==> src/rtl/ethernet_tx_scheduler.sv <==
// ethernet_tx_scheduler
// Round-robin owner selection for the shared Ethernet TX path. It latches
// the winner's frame parameters, optionally reseeds the payload LFSR, runs
// the start/busy handshake, and enforces a quiet period between frames.
module ethernet_tx_scheduler #(
    parameter int NUM_REQ       = 4,
    parameter int SIZE_W        = 16,
    parameter int START_TIMEOUT = 64,
    parameter int HOLDOFF       = 8
) (
    input  logic                      i_main_clk,
    input  logic                      i_rst,
    input  logic                      i_enable,
    input  logic [NUM_REQ-1:0]        i_req,
    input  logic [NUM_REQ*SIZE_W-1:0] i_req_payload_size,
    input  logic [NUM_REQ-1:0]        i_req_use_lfsr,
    input  logic [NUM_REQ-1:0]        i_req_seed_rst,
    output logic [NUM_REQ-1:0]        o_grant,
    output logic [NUM_REQ-1:0]        o_done,
    output logic [NUM_REQ-1:0]        o_error,
    output logic                      o_tx_start,
    output logic [SIZE_W-1:0]         o_tx_payload_size,
    output logic                      o_tx_use_lfsr,
    output logic                      o_lfsr_seed_rst,
    input  logic                      i_tx_fsm_busy,
    output logic                      o_busy,
    output logic [15:0]               o_frame_count
);

    localparam int PTR_W     = (NUM_REQ > 1) ? $clog2(NUM_REQ) : 1;
    localparam int CNT_MAX   = (START_TIMEOUT > HOLDOFF) ? START_TIMEOUT : HOLDOFF;
    localparam int CNT_W     = $clog2(CNT_MAX + 1) + 1;
    // HOLDOFF of zero still spends one cycle in HOLD
    localparam int HOLD_LAST = (HOLDOFF > 0) ? HOLDOFF - 1 : 0;

    typedef enum logic [2:0] {
        S_IDLE,
        S_SEED,
        S_WAIT_IDLE,
        S_START,
        S_BUSY,
        S_HOLD
    } state_t;

    state_t              r_state;
    state_t              w_state_nxt;
    logic [PTR_W-1:0]    r_ptr;
    logic [PTR_W-1:0]    w_winner;
    logic [PTR_W-1:0]    w_ptr_nxt;
    logic [PTR_W-1:0]    w_idx;
    logic                w_found;
    logic [SIZE_W-1:0]   w_win_size;
    logic [NUM_REQ-1:0]  w_win_onehot;
    logic [CNT_W-1:0]    r_cnt;
    logic [NUM_REQ-1:0]  r_grant;
    logic [NUM_REQ-1:0]  r_zerr;
    logic [SIZE_W-1:0]   r_size;
    logic                r_lfsr;
    logic [15:0]         r_frame_count;
    logic                w_arb;
    logic                w_zero;
    logic                w_done_ev;
    logic                w_tmo_ev;

    // Search for the first pending request starting at the pointer, with wrap-around
    always_comb begin
        w_found  = 1'b0;
        w_winner = '0;
        w_idx    = '0;
        for (int i = 0; i < NUM_REQ; i++) begin
            w_idx = PTR_W'((int'(r_ptr) + i) % NUM_REQ);
            if (!w_found && i_req[w_idx]) begin
                w_found  = 1'b1;
                w_winner = w_idx;
            end
        end
    end

    assign w_win_size   = i_req_payload_size[int'(w_winner)*SIZE_W +: SIZE_W];
    assign w_win_onehot = NUM_REQ'(1) << w_winner;
    assign w_ptr_nxt    = (int'(w_winner) == NUM_REQ - 1) ? '0 : w_winner + PTR_W'(1);

    // Next-state and single-cycle event decode
    always_comb begin
        w_state_nxt = r_state;
        w_arb       = 1'b0;
        w_zero      = 1'b0;
        w_done_ev   = 1'b0;
        w_tmo_ev    = 1'b0;
        case (r_state)
            S_IDLE: begin
                if (i_enable && w_found) begin
                    w_arb = 1'b1;
                    if (w_win_size == '0) begin
                        // Empty frame: reject without touching the TX path
                        w_zero = 1'b1;
                    end else if (i_req_seed_rst[w_winner]) begin
                        w_state_nxt = S_SEED;
                    end else begin
                        w_state_nxt = S_WAIT_IDLE;
                    end
                end
            end
            S_SEED: begin
                w_state_nxt = S_WAIT_IDLE;
            end
            S_WAIT_IDLE: begin
                if (!i_tx_fsm_busy) begin
                    w_state_nxt = S_START;
                end
            end
            S_START: begin
                if (i_tx_fsm_busy) begin
                    w_state_nxt = S_BUSY;
                end else if (r_cnt == CNT_W'(START_TIMEOUT - 1)) begin
                    w_tmo_ev    = 1'b1;
                    w_state_nxt = S_HOLD;
                end
            end
            S_BUSY: begin
                if (!i_tx_fsm_busy) begin
                    w_done_ev   = 1'b1;
                    w_state_nxt = S_HOLD;
                end
            end
            S_HOLD: begin
                if (r_cnt >= CNT_W'(HOLD_LAST)) begin
                    w_state_nxt = S_IDLE;
                end
            end
            default: begin
                w_state_nxt = S_IDLE;
            end
        endcase
    end

    // State register
    always_ff @(posedge i_main_clk or posedge i_rst) begin
        if (i_rst) begin
            r_state <= S_IDLE;
        end else begin
            r_state <= w_state_nxt;
        end
    end

    // Per-state cycle counter, cleared on every state change
    always_ff @(posedge i_main_clk or posedge i_rst) begin
        if (i_rst) begin
            r_cnt <= '0;
        end else if ((r_state != w_state_nxt) || (r_state == S_IDLE)) begin
            r_cnt <= '0;
        end else begin
            r_cnt <= r_cnt + CNT_W'(1);
        end
    end

    // Grant, latched frame parameters, pointer and frame counter
    always_ff @(posedge i_main_clk or posedge i_rst) begin
        if (i_rst) begin
            r_ptr         <= '0;
            r_grant       <= '0;
            r_zerr        <= '0;
            r_size        <= '0;
            r_lfsr        <= 1'b0;
            r_frame_count <= '0;
        end else begin
            r_zerr <= '0;
            if (w_arb) begin
                r_ptr <= w_ptr_nxt;
                if (w_zero) begin
                    r_zerr <= w_win_onehot;
                end else begin
                    r_grant <= w_win_onehot;
                    r_size  <= w_win_size;
                    r_lfsr  <= i_req_use_lfsr[w_winner];
                end
            end
            // Ownership ends on the edge after the done/error pulse
            if (w_done_ev || w_tmo_ev) begin
                r_grant <= '0;
            end
            if (w_done_ev) begin
                r_frame_count <= r_frame_count + 16'd1;
            end
        end
    end

    // Control strobes decode straight from state so reset drops them instantly
    assign o_tx_start        = (r_state == S_START);
    assign o_lfsr_seed_rst   = (r_state == S_SEED);
    assign o_busy            = (r_state != S_IDLE);
    assign o_grant           = r_grant;
    assign o_done            = w_done_ev ? r_grant : '0;
    assign o_error           = r_zerr | (w_tmo_ev ? r_grant : '0);
    assign o_tx_payload_size = r_size;
    assign o_tx_use_lfsr     = r_lfsr;
    assign o_frame_count     = r_frame_count;

endmodule
==> config.mk <==
export PLATFORM = sky130hd
export DESIGN_NAME = ethernet_tx_scheduler
export DESIGN_NICKNAME = d
export VERILOG_FILES = /design/src/rtl/ethernet_tx_scheduler.sv
export SDC_FILE = /design/constraint.sdc
export NUM_CORES = 1
export LEC_CHECK = 0
export ABC_AREA = 1
export BUFFER_PORTS_ARGS = -buffer_cell sky130_fd_sc_hd__buf_2
export CAP_MARGIN = 0
export CORE_MARGIN = 1
export CORE_UTILIZATION = 51
export CTS_CLUSTER_SIZE = 24
export DETAILED_ROUTE_END_ITERATION = 8
export GPL_ROUTABILITY_DRIVEN = 0
export PLACE_DENSITY = 0.81
export REMOVE_ABC_BUFFERS = 1
export SKIP_CTS_REPAIR_TIMING = 1
export SYNTH_ARGS = -nofsm -noshare
export SYNTH_HDL_FRONTEND = slang
export SYNTH_SLANG_ARGS = --single-unit
==> constraint.sdc <==
create_clock -name i_main_clk -period 3.55 [get_ports i_main_clk]
set_input_delay 0.1775 -clock i_main_clk [delete_from_list [all_inputs] [get_ports i_main_clk]]
set_output_delay 0.1775 -clock i_main_clk [all_outputs]
set_load 0.03 [all_outputs]
==> impl_metrics.tcl, run 1 <==
set metrics [dict create \
    postRouteAntennaNets 0 \
    crit_cells 17 \
    arrival_ns 3.37 \
    drtPass1Iterations 4 \
    syn_area_per_cell_um2 7.23 \
    cts_buffers 5 \
    path_class "reg2reg" \
    syn_area_mm2 0.00369 \
    period_share_pct 89.7 \
    ios 128 \
    final_common_cell "buf_2" \
    slowest_stage "dfrtp_1" \
    rsz0062_at_grt "false" \
    dp_hpwl_um 6670 \
    fin_ws_ns 0.367 \
    root_buffer "clkbuf_8" \
    cts_sinks 54 \
    drv_slew 0 \
    synth_mux_area_share_pct 5.46 \
    grt_max_degree 55 \
    num_vias 3634 \
    min_path_type "in2async" \
    clkTransAtPathRegs_ns 0.10 \
    nNetsFinal 717 \
    path_cells "inv_6 > nand2_1 > nand3_1 > nand2_1 > nor2_4 > nand3_2 > nand3_2 > buf_12 > nand2_1 > nand3_1 > nand2_1 > nor2_1 > nand2_1 > nor2_1 > nand2_2 > nand2_4 > mux2_1" \
    clkLatencyLatePin_ns 0.31 \
    syn_inst 511 \
    setup_viol 0 \
    drt_drc_violations_left 0 \
    timing.critical_path.from_type "flop" \
    synth_compound_area_share_pct 3.32 \
    synth-seq-area-share_pct 36.6 \
    antennaDiodeCount 0 \
    status "completed" \
    crit_buf_inv 2 \
    async_flop_share_pct 100 \
    layout_common_cells "buf_2 (127), nand2_1 (121), inv_1 (102), dfrtp_1 (54), nand3_1 (49)" \
    drv_cap 0 \
    synth-edff-count 0 \
    avgRoutedWirePerCell_um 12.0 \
    layout-drive-gt1-share_pct 26.6 \
    grt_pass1_wl_um 14700 \
    cts_tree "built" \
    tightest_slew_ns 1.09 \
    placed_area_mm2 0.00437 \
    vdd_ir_drop_max_mv 0.553 \
    areaGrowthSynthToFinish_pct 21.0 \
    crit_path_end_kind "flop" \
    finalWirelength_um 8760 \
    ys_ff_latch 54 \
    worst-r2r-cell-count 17 \
    cp.required_ns 3.74 \
    nFillCells 656 \
    finClkSkew_ns 0.0103 \
    cp_top_family "simple AND/OR/NAND/NOR gates" \
    grt_pass1_vias 3361 \
    antenna_found_initial 0 \
    synth-simple-area-share_pct 33.1 \
    clockBufferDepth 2 \
    numPortBuffers 127 \
    cellLeakagePower_nw 2.66 \
    fin_crit_ns 3.18 \
    grt_usage_pct 24.5 \
    power_density_mw_per_mm2 967 \
    fp.dieArea_mm2 0.00758 \
    clock.fmax_mhz 314 \
    dp_worst_setup_slack_ns 0.253 \
    cp_max_fo 31 \
    viasPerCell 4.99 \
    relSlewSlack_pct 27.5 \
    synth_cell_type_count 33 \
    grt-ovfl-total 0 \
    die_height_um 87.1 \
    final_area_mm2 0.00447 \
    synth_top_family_by_area "simple AND/OR/NAND/NOR gates" \
    die_w_um 87.1 \
    yosys_warnings 0 \
    first_iter_violations 213 \
    rows 30 \
    coreArea_mm2 0.00691 \
    finalHoldViolations 0 \
    cpMostUsedCell "nand2_1" \
    cts_max_level 2 \
    synth-adder-area-share_pct 2.03 \
    synthXorXnorAreaFrac_pct 4.98 \
    max_stage_delay_ns 0.53 \
    synth_ff_type "dfrtp_1" \
    initial_core_util_pct 53.5 \
]
-- stage by stage --
| step | hold slack, ns | setup TNS (ns) | utilization, % | total power [mW] | cells |
|---|---|---|---|---|---|
| 2_1_floorplan | 0.367 | -1.49 | - | 3.14 | 492 |
| 3_3_place_gp | 0.455 | 0 | 63.3 | 3.89 | 720 |
| 3_5_place_dp | 0.461 | 0 | 63.3 | 3.97 | 720 |
| 4_1_cts | 0.172 | 0 | 64.6 | 4.33 | 728 |
| 5_1_grt | 0.179 | 0 | 64.7 | 4.76 | 728 |
| 6_report | 0.136 | 0 | 64.7 | 4.32 | 728 |
-- area by class of cell --
| class | instances | area (µm²) | area share [%] |
|---|---|---|---|
| multi-input combinational | 330 | 1810 | 40.5 |
| timing repair buffer | 132 | 686 | 15.3 |
| inverter | 108 | 410 | 9.18 |
| tap | 96 | 120 | 2.69 |
| sequential | 54 | 1350 | 30.2 |
| clock buffer | 5 | 68.8 | 1.54 |
| clock inverter | 3 | 21.3 | 0.476 |
-- cell families after synthesis --
family / Yosys count
buf+inv: 127
flops: 54
xor+xnor: 21
fa+ha+maj: 6
simple gates: 265
compound gates: 20
mux: 18
-- final timing paths --
| path | start | endpoint | slack (ns) |
|---|---|---|---|
| worst max-delay path | r_ptr[0]$_DFFE_PP0P_ | o_tx_payload_size[6]$_DFFE_PP0P_ | 0.37 |
| worst min-delay path | i_rst | o_grant[0]$_DFFE_PP0P_ | 0.14 |
| worst max register to register | r_ptr[0]$_DFFE_PP0P_ | o_tx_payload_size[6]$_DFFE_PP0P_ | 0.37 |
| worst min register to register | o_frame_count[15]$_DFFE_PP0P_ | o_frame_count[15]$_DFFE_PP0P_ | 0.47 |
| max in group asynchronous | i_rst | o_tx_payload_size[4]$_DFFE_PP0P_ | 2.76 |
| min in group i_main_clk | i_tx_fsm_busy | r_state[1]$_DFF_PP0_ | 0.19 |
-- cells in the mapped netlist (all sizes together), types with 4 or more instances --
cell type / instances / area, µm²
dfrtp: 54 / 1350
inv: 108 / 410
nand4: 32 / 200
nand3: 52 / 275
ha: 6 / 75.1
xnor2: 7 / 61.3
o21bai: 4 / 30.0
nand2: 128 / 503
nor2: 46 / 203
o22ai: 4 / 25.0
buf: 17 / 116
mux2: 17 / 191
o21ai: 6 / 30.0
xor2: 14 / 123
-- report_power, final --
group / switching (mW) / leakage, nW / internal (mW) / total (mW)
combinational: 2.04 / 1.94 / 0.983 / 3.02
clock: 0.205 / 0.0441 / 0.139 / 0.344
sequential: 0.155 / 0.679 / 0.803 / 0.958
-- metal layers --
metal | wire length [µm] | track usage [%] | up-vias
li1 | - | - | 1832
met1 | 3720 | 31.5 | 1649
met2 | 4300 | 42.7 | 137
met3 | 561 | 3.22 | 16
met4 | 179 | 7.58 | 0
met5 | 0 | 0 | -
-- state kept, by name, summed over array words and instances (netlist names) --
signal / flops
o_frame_count: 16
o_grant: 4
o_tx_payload_size: 16
o_tx_use_lfsr: 1
r_cnt: 8
r_ptr: 2
r_state: 3
r_zerr: 4
(Power assumes the default switching activity.)
==> run 2, diff against run 1 <==
--- a/config.mk
+++ b/config.mk
@@ -8,7 +8,7 @@
 export ABC_AREA = 1
 export BUFFER_PORTS_ARGS = -buffer_cell sky130_fd_sc_hd__buf_2
 export CAP_MARGIN = 0
-export CORE_MARGIN = 1
+export CORE_MARGIN = 3
 export CORE_UTILIZATION = 51
 export CTS_CLUSTER_SIZE = 24
 export DETAILED_ROUTE_END_ITERATION = 8
==> impl_metrics.tcl, run 2 (same netlist as run 1, synthesis figures left out) <==
set metrics [dict create \
    antennaDiodeCount 0 \
    rr_endpoint "o_tx_payload_size[12]$_DFFE_PP0P_" \
    drt_drc_violations_left 0 \
    utilization_pct 65.2 \
    relSlewSlack_pct 27.0 \
    coreArea_mm2 0.00691 \
    ff2ff_setup_slack_ns 0.39 \
    cts_buffers 5 \
    cp.required_ns 3.75 \
    fp.dieArea_mm2 0.00830 \
    p_seq_share_pct 21.6 \
    cellLeakagePower_nw 2.68 \
    die_w_um 91.1 \
    tightest_slew_ns 1.09 \
    numPortBuffers 127 \
    viasPerCell 5.05 \
    final_common_cell "buf_2" \
    finalSetupTns_ns 0 \
    antenna_found_initial 0 \
    placed_area_mm2 0.00438 \
    grt-ovfl-total 0 \
    rsz0062_at_grt "false" \
    dp.cells 721 \
    period_share_pct 89.0 \
    status "completed" \
    nNetsFinal 718 \
    clockPowerShare_pct 9.6 \
    fin_ws_ns 0.392 \
    fin_crit_ns 3.16 \
    power_density_mw_per_mm2 986 \
    crit_path_end_kind "flop" \
    drv_cap 0 \
    areaGrowthSynthToFinish_pct 22.0 \
    grt_pass1_vias 3399 \
    clockBufferDepth 2 \
    root_buffer "clkbuf_8" \
    setup_viol 0 \
    timing.critical_path.from_type "flop" \
    max_stage_delay_ns 0.59 \
    clkTransAtPathRegs_ns 0.10 \
    dp_hpwl_um 7020 \
    rows 30 \
    cp_max_fo 22 \
    cts_sinks 54 \
    grt_pass1_wl_um 15100 \
    finClkSkew_ns 0.00470 \
    finalHoldViolations 0 \
    min_path_type "in2async" \
    clock.fmax_mhz 317 \
    first_iter_violations 162 \
    final_area_mm2 0.00450 \
    path_class "reg2reg" \
    swShare_pct 54.5 \
    avgRoutedWirePerCell_um 12.3 \
    power_mw 4.44 \
    cts_tree "built" \
    dp_worst_setup_slack_ns 0.303 \
    stdcell_count 729 \
    postRouteAntennaNets 0 \
    path_cells "nand2_1 > nand2_2 > nand2_2 > nand2_2 > nor2_4 > nand3_1 > nand3_1 > nand2_1 > buf_4 > inv_2 > nand3_1 > nand2_1 > nor2_1 > nand2_1 > nor2_1 > nand2_2 > nand2_4 > mux2_1" \
    rr_startpoint "r_ptr[0]$_DFFE_PP0P_" \
    grt_usage_pct 21.6 \
    layout-drive-gt1-share_pct 26.7 \
    drtPass1Iterations 6 \
    ios 128 \
    internal-power_mw 2.02 \
    clkLatencyLatePin_ns 0.31 \
    worst-r2r-cell-count 18 \
    comb_power_share_pct 68.8 \
    cts_max_level 2 \
    switchingPower_mw 2.42 \
    num_vias 3682 \
    layout_common_cells "buf_2 (127), nand2_1 (121), inv_1 (102), dfrtp_1 (54), nand3_1 (49)" \
    grt_max_degree 55 \
    arrival_ns 3.35 \
    slowest_stage "dfrtp_1" \
    finalWirelength_um 9000 \
    die_height_um 91.1 \
    holdWs_ns 0.134 \
    drv_slew 0 \
    vdd_ir_drop_max_mv 0.444 \
    initial_core_util_pct 53.5 \
]
## run 2: cell types whose count changed in the layout (fill, tap and decap cells not counted)
cell        before  now
clkinv_2         1    0
buf_4            4    5
clkinvlp_4       1    0
inv_6            1    2
bufinv_16        0    1
## run 2: final cells by class
cell class | count | area, µm²
tap | 96 | 120
sequential | 54 | 1350
clock inverter | 3 | 47.5
timing repair buffer | 133 | 693
inverter | 108 | 410
clock buffer | 5 | 68.8
multi-input combinational | 330 | 1810
fill | 643 | 2400
## run 2: worst max-delay path by stage
stage          slack, ns                  from  cells past startpoint                                end
3_3_place_gp        0.45  r_ptr[0]$_DFFE_PP0P_                     16  o_tx_payload_size[14]$_DFFE_PP0P_
2_1_floorplan      -0.10  r_ptr[0]$_DFFE_PP0P_                     18  o_tx_payload_size[13]$_DFFE_PP0P_
5_1_grt             0.12  r_ptr[0]$_DFFE_PP0P_                     18  o_tx_payload_size[13]$_DFFE_PP0P_
6_report            0.39  r_ptr[0]$_DFFE_PP0P_                     18  o_tx_payload_size[12]$_DFFE_PP0P_
4_1_cts             0.27  r_ptr[0]$_DFFE_PP0P_                     18  o_tx_payload_size[12]$_DFFE_PP0P_
3_5_place_dp        0.30  r_ptr[0]$_DFFE_PP0P_                     18  o_tx_payload_size[12]$_DFFE_PP0P_
## run 2: power by group through the flow
stage,clock [mW],combinational [mW],sequential (mW)
2_1_floorplan,0,1.92,1.22
3_3_place_gp,0,2.95,0.964
3_5_place_dp,0,3.03,0.971
4_1_cts,0.433,3.05,0.961
5_1_grt,0.458,3.42,0.985
6_report,0.427,3.05,0.960
## run 2: per-layer routing
metal,global-route usage (%),share of wire (%),vias up,routed length (µm)
li1,-,-,1833,-
met1,27.8,42,1695,3800
met2,37.2,50,137,4460
met3,3.89,6.4,17,573
met4,5.90,1.9,0,170
met5,0,0,-,0
## run 2: critical path: cells and delay by family (launching register included)
| kind | cells | cell delay (ns) |
|---|---|---|
| buf+inv | 2 | 0.37 |
| mux | 1 | 0.37 |
| flops | 1 | 0.59 |
| simple gates | 15 | 1.72 |
